**src/rtl/mem_req_master.sv**
```systemverilog
// mem_req_master: valid/ready request initiator for the 4-bit data memory; define MEM_TIMEOUT_EN to abort unacknowledged accesses
module mem_req_master #(
  parameter int ADDR_W = 4,
  parameter int DATA_W = 4
`ifdef MEM_TIMEOUT_EN
  , parameter int TIMEOUT_CYCLES = 15
`endif
) (
  input  logic              clk,
  input  logic              rst_n,
  input  logic              req_valid,
  input  logic              req_wr,
  input  logic [ADDR_W-1:0] req_addr,
  input  logic [DATA_W-1:0] req_wdata,
  output logic              req_ready,
  output logic              rsp_valid,
  output logic              rsp_wr,
  output logic [DATA_W-1:0] rsp_rdata,
  output logic              rsp_err,
  output logic              mem_en,
  output logic              mem_wr,
  output logic [ADDR_W-1:0] mem_a,
  output logic [DATA_W-1:0] mem_d,
  input  logic [DATA_W-1:0] mem_q,
  input  logic              mem_ack,
  output logic [7:0]        xfer_cnt
);
  typedef enum logic [1:0] {IDLE, ISSUE, RESP} state_t;
  state_t state, state_n;
  logic acc, ack, tmo, done;
  logic mem_wr_n, rsp_wr_n;
  logic [ADDR_W-1:0] mem_a_n;
  logic [DATA_W-1:0] mem_d_n, rsp_rdata_n;
  logic [7:0] xfer_cnt_n;
  assign acc = state == IDLE && req_valid;
  assign ack = state == ISSUE && mem_ack;
  assign done = ack || tmo;
`ifdef MEM_TIMEOUT_EN
  logic [7:0] wcnt;
  assign tmo = state == ISSUE && !mem_ack && wcnt == 8'(TIMEOUT_CYCLES - 1);
  // wait counter runs only while issuing and is zero on every ISSUE entry; error flag marks the aborted response
  always_ff @(posedge clk or negedge rst_n)
    if (!rst_n) begin
      wcnt    <= '0;
      rsp_err <= 1'b0;
    end else begin
      wcnt    <= state == ISSUE ? wcnt + 8'd1 : 8'd0;
      rsp_err <= tmo;
    end
`else
  assign tmo = 1'b0;
  assign rsp_err = 1'b0;
`endif
  // next state and next values of every registered output; request fields are cleared once the access completes
  always_comb begin
    state_n     = acc ? ISSUE : done ? RESP : state == RESP ? IDLE : state;
    mem_wr_n    = acc ? req_wr : done ? 1'b0 : mem_wr;
    mem_a_n     = acc ? req_addr : done ? '0 : mem_a;
    mem_d_n     = acc ? (req_wr ? req_wdata : '0) : done ? '0 : mem_d;
    rsp_wr_n    = done ? mem_wr : 1'b0;
    rsp_rdata_n = ack && !mem_wr ? mem_q : rsp_rdata;
    xfer_cnt_n  = state == RESP ? xfer_cnt + 8'd1 : xfer_cnt;
  end
  // state and outputs all come straight from flops so nothing combinational reaches the pins
  always_ff @(posedge clk or negedge rst_n)
    if (!rst_n) begin
      state     <= IDLE;
      req_ready <= 1'b1;
      mem_en    <= 1'b0;
      rsp_valid <= 1'b0;
      mem_wr    <= 1'b0;
      mem_a     <= '0;
      mem_d     <= '0;
      rsp_wr    <= 1'b0;
      rsp_rdata <= '0;
      xfer_cnt  <= '0;
    end else begin
      state     <= state_n;
      req_ready <= state_n == IDLE;
      mem_en    <= state_n == ISSUE;
      rsp_valid <= state_n == RESP;
      mem_wr    <= mem_wr_n;
      mem_a     <= mem_a_n;
      mem_d     <= mem_d_n;
      rsp_wr    <= rsp_wr_n;
      rsp_rdata <= rsp_rdata_n;
      xfer_cnt  <= xfer_cnt_n;
    end
endmodule
```
**config.mk**
```make
export PLATFORM = sky130hd
export DESIGN_NAME = mem_req_master
export DESIGN_NICKNAME = d
export VERILOG_FILES = /design/src/rtl/mem_req_master.sv
export SDC_FILE = /design/constraint.sdc
export NUM_CORES = 1
export LEC_CHECK = 0
export CAP_MARGIN = 20
export CORE_MARGIN = 10
export CORE_UTILIZATION = 25
export DETAILED_ROUTE_END_ITERATION = 16
export GPL_ROUTABILITY_DRIVEN = 0
export GPL_TIMING_DRIVEN = 1
export SYNTH_ARGS = -nofsm -noshare
export SYNTH_HDL_FRONTEND = slang
export SYNTH_SLANG_ARGS = --single-unit
```
**constraint.sdc**
```tcl
create_clock -name clk -period 1.15 [get_ports clk]
set_input_delay 0.115 -clock clk [delete_from_list [all_inputs] [get_ports clk]]
set_output_delay 0.115 -clock clk [all_outputs]
set_load 0.005 [all_outputs]
```
; ---- Word-level counts from Yosys, hierarchy flattened
; Index checks and enable logic that the tools add are counted.
[totals]
regBits = 27
inputBits = 17
output_inout_bits = 26
wordCells = 32
[op_classes]
addsub = 1
eq_ne = 4
n_mux = 10
n_reduce_logical = 7
[op_table]
columns = operator, count
row1 = $mux W4, 4
row2 = $add A8 B1 Y8 const B, 1
row3 = $mux W2, 3
row4 = $eq A2 B1 Y1 const B, 2
row5 = $eq A2 B2 Y1 const B, 2
row6 = $logic_not A2 Y1, 2
row7 = $logic_and A1 B1 Y1, 3
row8 = $mux W1, 3
row9 = $reduce_bool A2 Y1, 1
row10 = $logic_not A1 Y1, 1

; ---- Logic depth before layout (Yosys ltp)
[logic_depth]
ltp_word = 5
ltp_mapped = 4
ltp_nobuf = 4

; ---- Worst setup path before layout
; OpenSTA, ideal clock, no wires.
[synth_timing]
path_kind = register to register
from = register state[1]
to = register rsp_rdata[0]
setup_time_ns = 0.125
t_arrival_ns = 1.071
required_time_ns = 1.025
setup_slack_ns = -0.046
path_stages_with_launch = 4
period_less_slack_ns = 1.196
cell_sequence = dfrtp_1 buf_6 nor3_4 mux2_2
[synth_between]
elab_chain_len = 3
[synth_lines]
columns = item, line_no
row1 = from (decl), 29  ; state_t state, state_n;
row2 = from (signal assigned), 78  ; state <= state_n;
row3 = $eq A2 B1 Y1, 36  ; assign ack = state == ISSUE && mem_ack;
row4 = $logic_and A1 B1 Y1, 36
row5 = $logic_and A1 B1 Y1, 61  ; rsp_rdata_n = ack && !mem_wr ? mem_q : rsp_rdata;
row6 = to (signal assigned), 86  ; rsp_rdata <= rsp_rdata_n;
row7 = to (decl), 18  ; output logic [DATA_W-1:0] rsp_rdata,
; No other way between the ends.
; A chain may end at the register's enable or synchronous reset.

; ---- Final worst setup path
[layout_timing]
from = register mem_wr
to = register rsp_rdata[2]
[layout_between]
elab_chain_len = 2
[layout_lines]
columns = item, line_no
row1 = from (decl), 21  ; output logic mem_wr,
row2 = from (signal assigned), 82  ; mem_wr <= mem_wr_n;
row3 = $logic_not A1 Y1, 61
row4 = $logic_and A1 B1 Y1, 61
; No other way between the ends.

==> flow_metrics.env <==
export IMPL_vias_per_cell=4.52
export IMPL_path_class="flop to flop"
export IMPL_grt_pass1_wl_mm=5.17
export IMPL_skew_ns=0.00549
export IMPL_drive_above_1_share_pct=36.3
export IMPL_synth_cell_area_um2=1150
export IMPL_grt_usage_pct=8.33
export IMPL_synthToLayoutAreaGrowth_pct=67.8
export IMPL_period_share_pct=112
export IMPL_reg2reg_from="mem_wr"
export IMPL_dieArea_um2=7720
export IMPL_ant_nets=0
export IMPL_num_io_pins=43
export IMPL_hold_violations=0
export IMPL_synth_fp_nets=105
export IMPL_dpl_hpwl_mm=2.41
export IMPL_clk_pin_slew_worst_paths_ns=0.09
export IMPL_ys_ff_latch=27
export IMPL_row_count=24
export IMPL_layout_min_cycle_time_ns=1.29
export IMPL_cts_tree="built"
export IMPL_grt_overflow=0
export IMPL_synth_top_area_share_pct=56.5
export IMPL_fin_cells=209
export IMPL_critPathRequiredTime_ns=1.31
export IMPL_n_antenna_cell=0
export IMPL_yosysSeqAreaShare_pct=58.8
export IMPL_synth_area_top_cells="dfrtp_1 (57%), mux2_2 (4.9%), a22o_1 (3.0%)"
export IMPL_crit_fanout=4
export IMPL_violations="setup timing"
export IMPL_antenna_found_initial=0
export IMPL_ys_flop_type="dfrtp_1"
export IMPL_num_vias=944
export IMPL_synth_cells=87
export IMPL_status="complete, but fails checks"
export IMPL_ys_warn_count=0
export IMPL_dr_pass1_iters=4
export IMPL_cts_hold_buf=0
export IMPL_final_common_cell="dfrtp_1"
export IMPL_p_leak_nw=0.990
export IMPL_max_freq_ghz=0.774
export IMPL_dpl_cell_area_um2=1700
export IMPL_cts_sinks=27
export IMPL_dp_cells=190
export IMPL_clkLatencyLatePin_ns=0.27
export IMPL_synth_edf_count=0
export IMPL_cts_buffers=3
export IMPL_power_density_nw_per_um2=2300
export IMPL_initial_core_util_pct=26.1
export IMPL_ys_types=32
export IMPL_hp_class="input pin to asynchronous set/reset pin"
export IMPL_worst_path_max_delay_cell="dfrtp_2"
export IMPL_clockBufferDepth=2
export IMPL_final_core_util_pct=43.8
export IMPL_htree_levels=1
export IMPL_slew_viol_final=0
export IMPL_drc_errors=0
export IMPL_cts_root_buf="clkbuf_8"
export IMPL_final_cell_mix="dfrtp_1 (24), dlygate4sd2_1 (23), buf_4 (20), clkdlybuf4s50_1 (15), buf_6 (7)"
export IMPL_setup_viol=13
export IMPL_peakVddDrop_mv=0.657
export IMPL_cap_violations=0
export IMPL_worstPathArrival_ns=1.45
export IMPL_slowest_delay_ns=0.43
export IMPL_first_iter_violations=43
export IMPL_dieHeight_um=87.9
export IMPL_fp_dieW_um=87.9
export IMPL_syn_avg_cell_area_um2=13.2
export IMPL_final_cell_area_um2=1930
export IMPL_start_kind="flop"
export IMPL_synth_top_cell_by_area="dfrtp_1"
export IMPL_wire_per_inst_um=14.8
export IMPL_critPathCaptureType="flop"
export IMPL_drt_total_wl_mm=3.10
export IMPL_cp_startpoint="mem_wr"
export IMPL_grt_max_degree=15
export IMPL_core_area_um2=4410
export IMPL_async_reset_ff_share_pct=100
export IMPL_nNetsFinal=176
export IMPL_setup_slack_ns=-0.142
export IMPL_grt_setup_unrepaired="yes"
export IMPL_crit_chain="buf_12 > nor3_4 > mux2_2"
export IMPL_grt_pass1_vias=1063
export IMPL_port_buffers=41
state kept, by name, summed over array words and instances (netlist names):
signal	flops
rsp_wr	1
rsp_rdata	4
req_ready	1
mem_wr	1
rsp_valid	1
mem_d	4
state	2
mem_en	1
mem_a	4
xfer_cnt	8
worst max-delay path: cells and delay by family (launching register included):
family                 cells  cell delay (ns)
AND/OR/NAND/NOR            1             0.25
multiplexers               1             0.37
buffers and inverters      1             0.13
flip-flops                 1             0.43
cell type report:
type	count	area, um^2
Fill cell	419	2480
Sequential cell	27	679
Timing Repair Buffer	69	628
Multi-Input combinational cell	56	510
Tap cell	52	65.1
Clock buffer	4	45.0
Inverter	1	3.75
power by group:
part / internal (mW) / switching (mW) / total [mW]
logic: 1.42 / 0.891 / 2.31
registers: 1.35 / 0.266 / 1.62
clock network: 0.248 / 0.280 / 0.528
synth_stat cells, types with 2 or more instances:
library cell,instances
a21o_1,2
a21oi_1,4
a22o_1,4
and2b_1,2
buf_6,2
dfrtp_1,26
mux2_2,5
nand2_1,5
nor2_1,5
nor2b_1,2
o2bb2ai_1,4
xnor2_1,4
xor2_1,3
cells by family (layout without fill, tap and decap cells):
| kind of cell | count (synthesis) | after routing | synth area share [%] |
|---|---|---|---|
| DFF | 27 | 27 | 58.8 |
| and+or+nand+nor | 25 | 25 | 15.7 |
| AOI/OAI and AO/OA | 17 | 17 | 11.0 |
| xor gates and xnor gates | 7 | 7 | 5.33 |
| muxes | 5 | 5 | 4.89 |
| buffers and inverters | 4 | 74 | 2.93 |
| adders and majority gates | 1 | 1 | 1.09 |
| other | 1 | 1 | 0.326 |
metal layers:
metal	wire length (um)	up-vias	part of all wire, %	global-route usage [%]
met2	1540	32	50	14.7
met3	348	5	11	3.44
li1	-	438	-	-
met4	44	0	1.4	3.48
met1	1160	469	38	8.50
met5	0	-	0	0
metrics by stage:
| step | TNS, ns | hold WS (ns) | setup WS (ns) | power, mW |
|---|---|---|---|---|
| after floorplan | -0.161 | -0.181 | -0.0401 | 2.46 |
| after global placement | -3.65 | 0.379 | -0.283 | 3.53 |
| after detailed placement | -4.34 | 0.392 | -0.345 | 3.60 |
| after CTS | -1.02 | 0.0929 | -0.152 | 4.32 |
| after global routing | -1.88 | 0.107 | -0.180 | 4.76 |
| final | -0.940 | 0.0909 | -0.142 | 4.45 |
worst paths after layout:
path	end	slack, ns	depth (start not counted)
worst min register to register	rsp_rdata[0]	0.50	1
worst max-delay path	rsp_rdata[2]	-0.14	3
worst min-delay path	state[1]	0.09	1
min in group clk	mem_en	0.33	3
worst max register to register	rsp_rdata[2]	-0.14	3
max in group asynchronous	mem_wr	0.59	2
timing repair:
item                                    4_1_cts  5_1_grt
endpoints found under the setup margin       43       23
gates resized for setup                      39       13
pin swaps                                    11        6
setup buffers                                15        0
No activity file was read; power rests on OpenSTA's default activity.
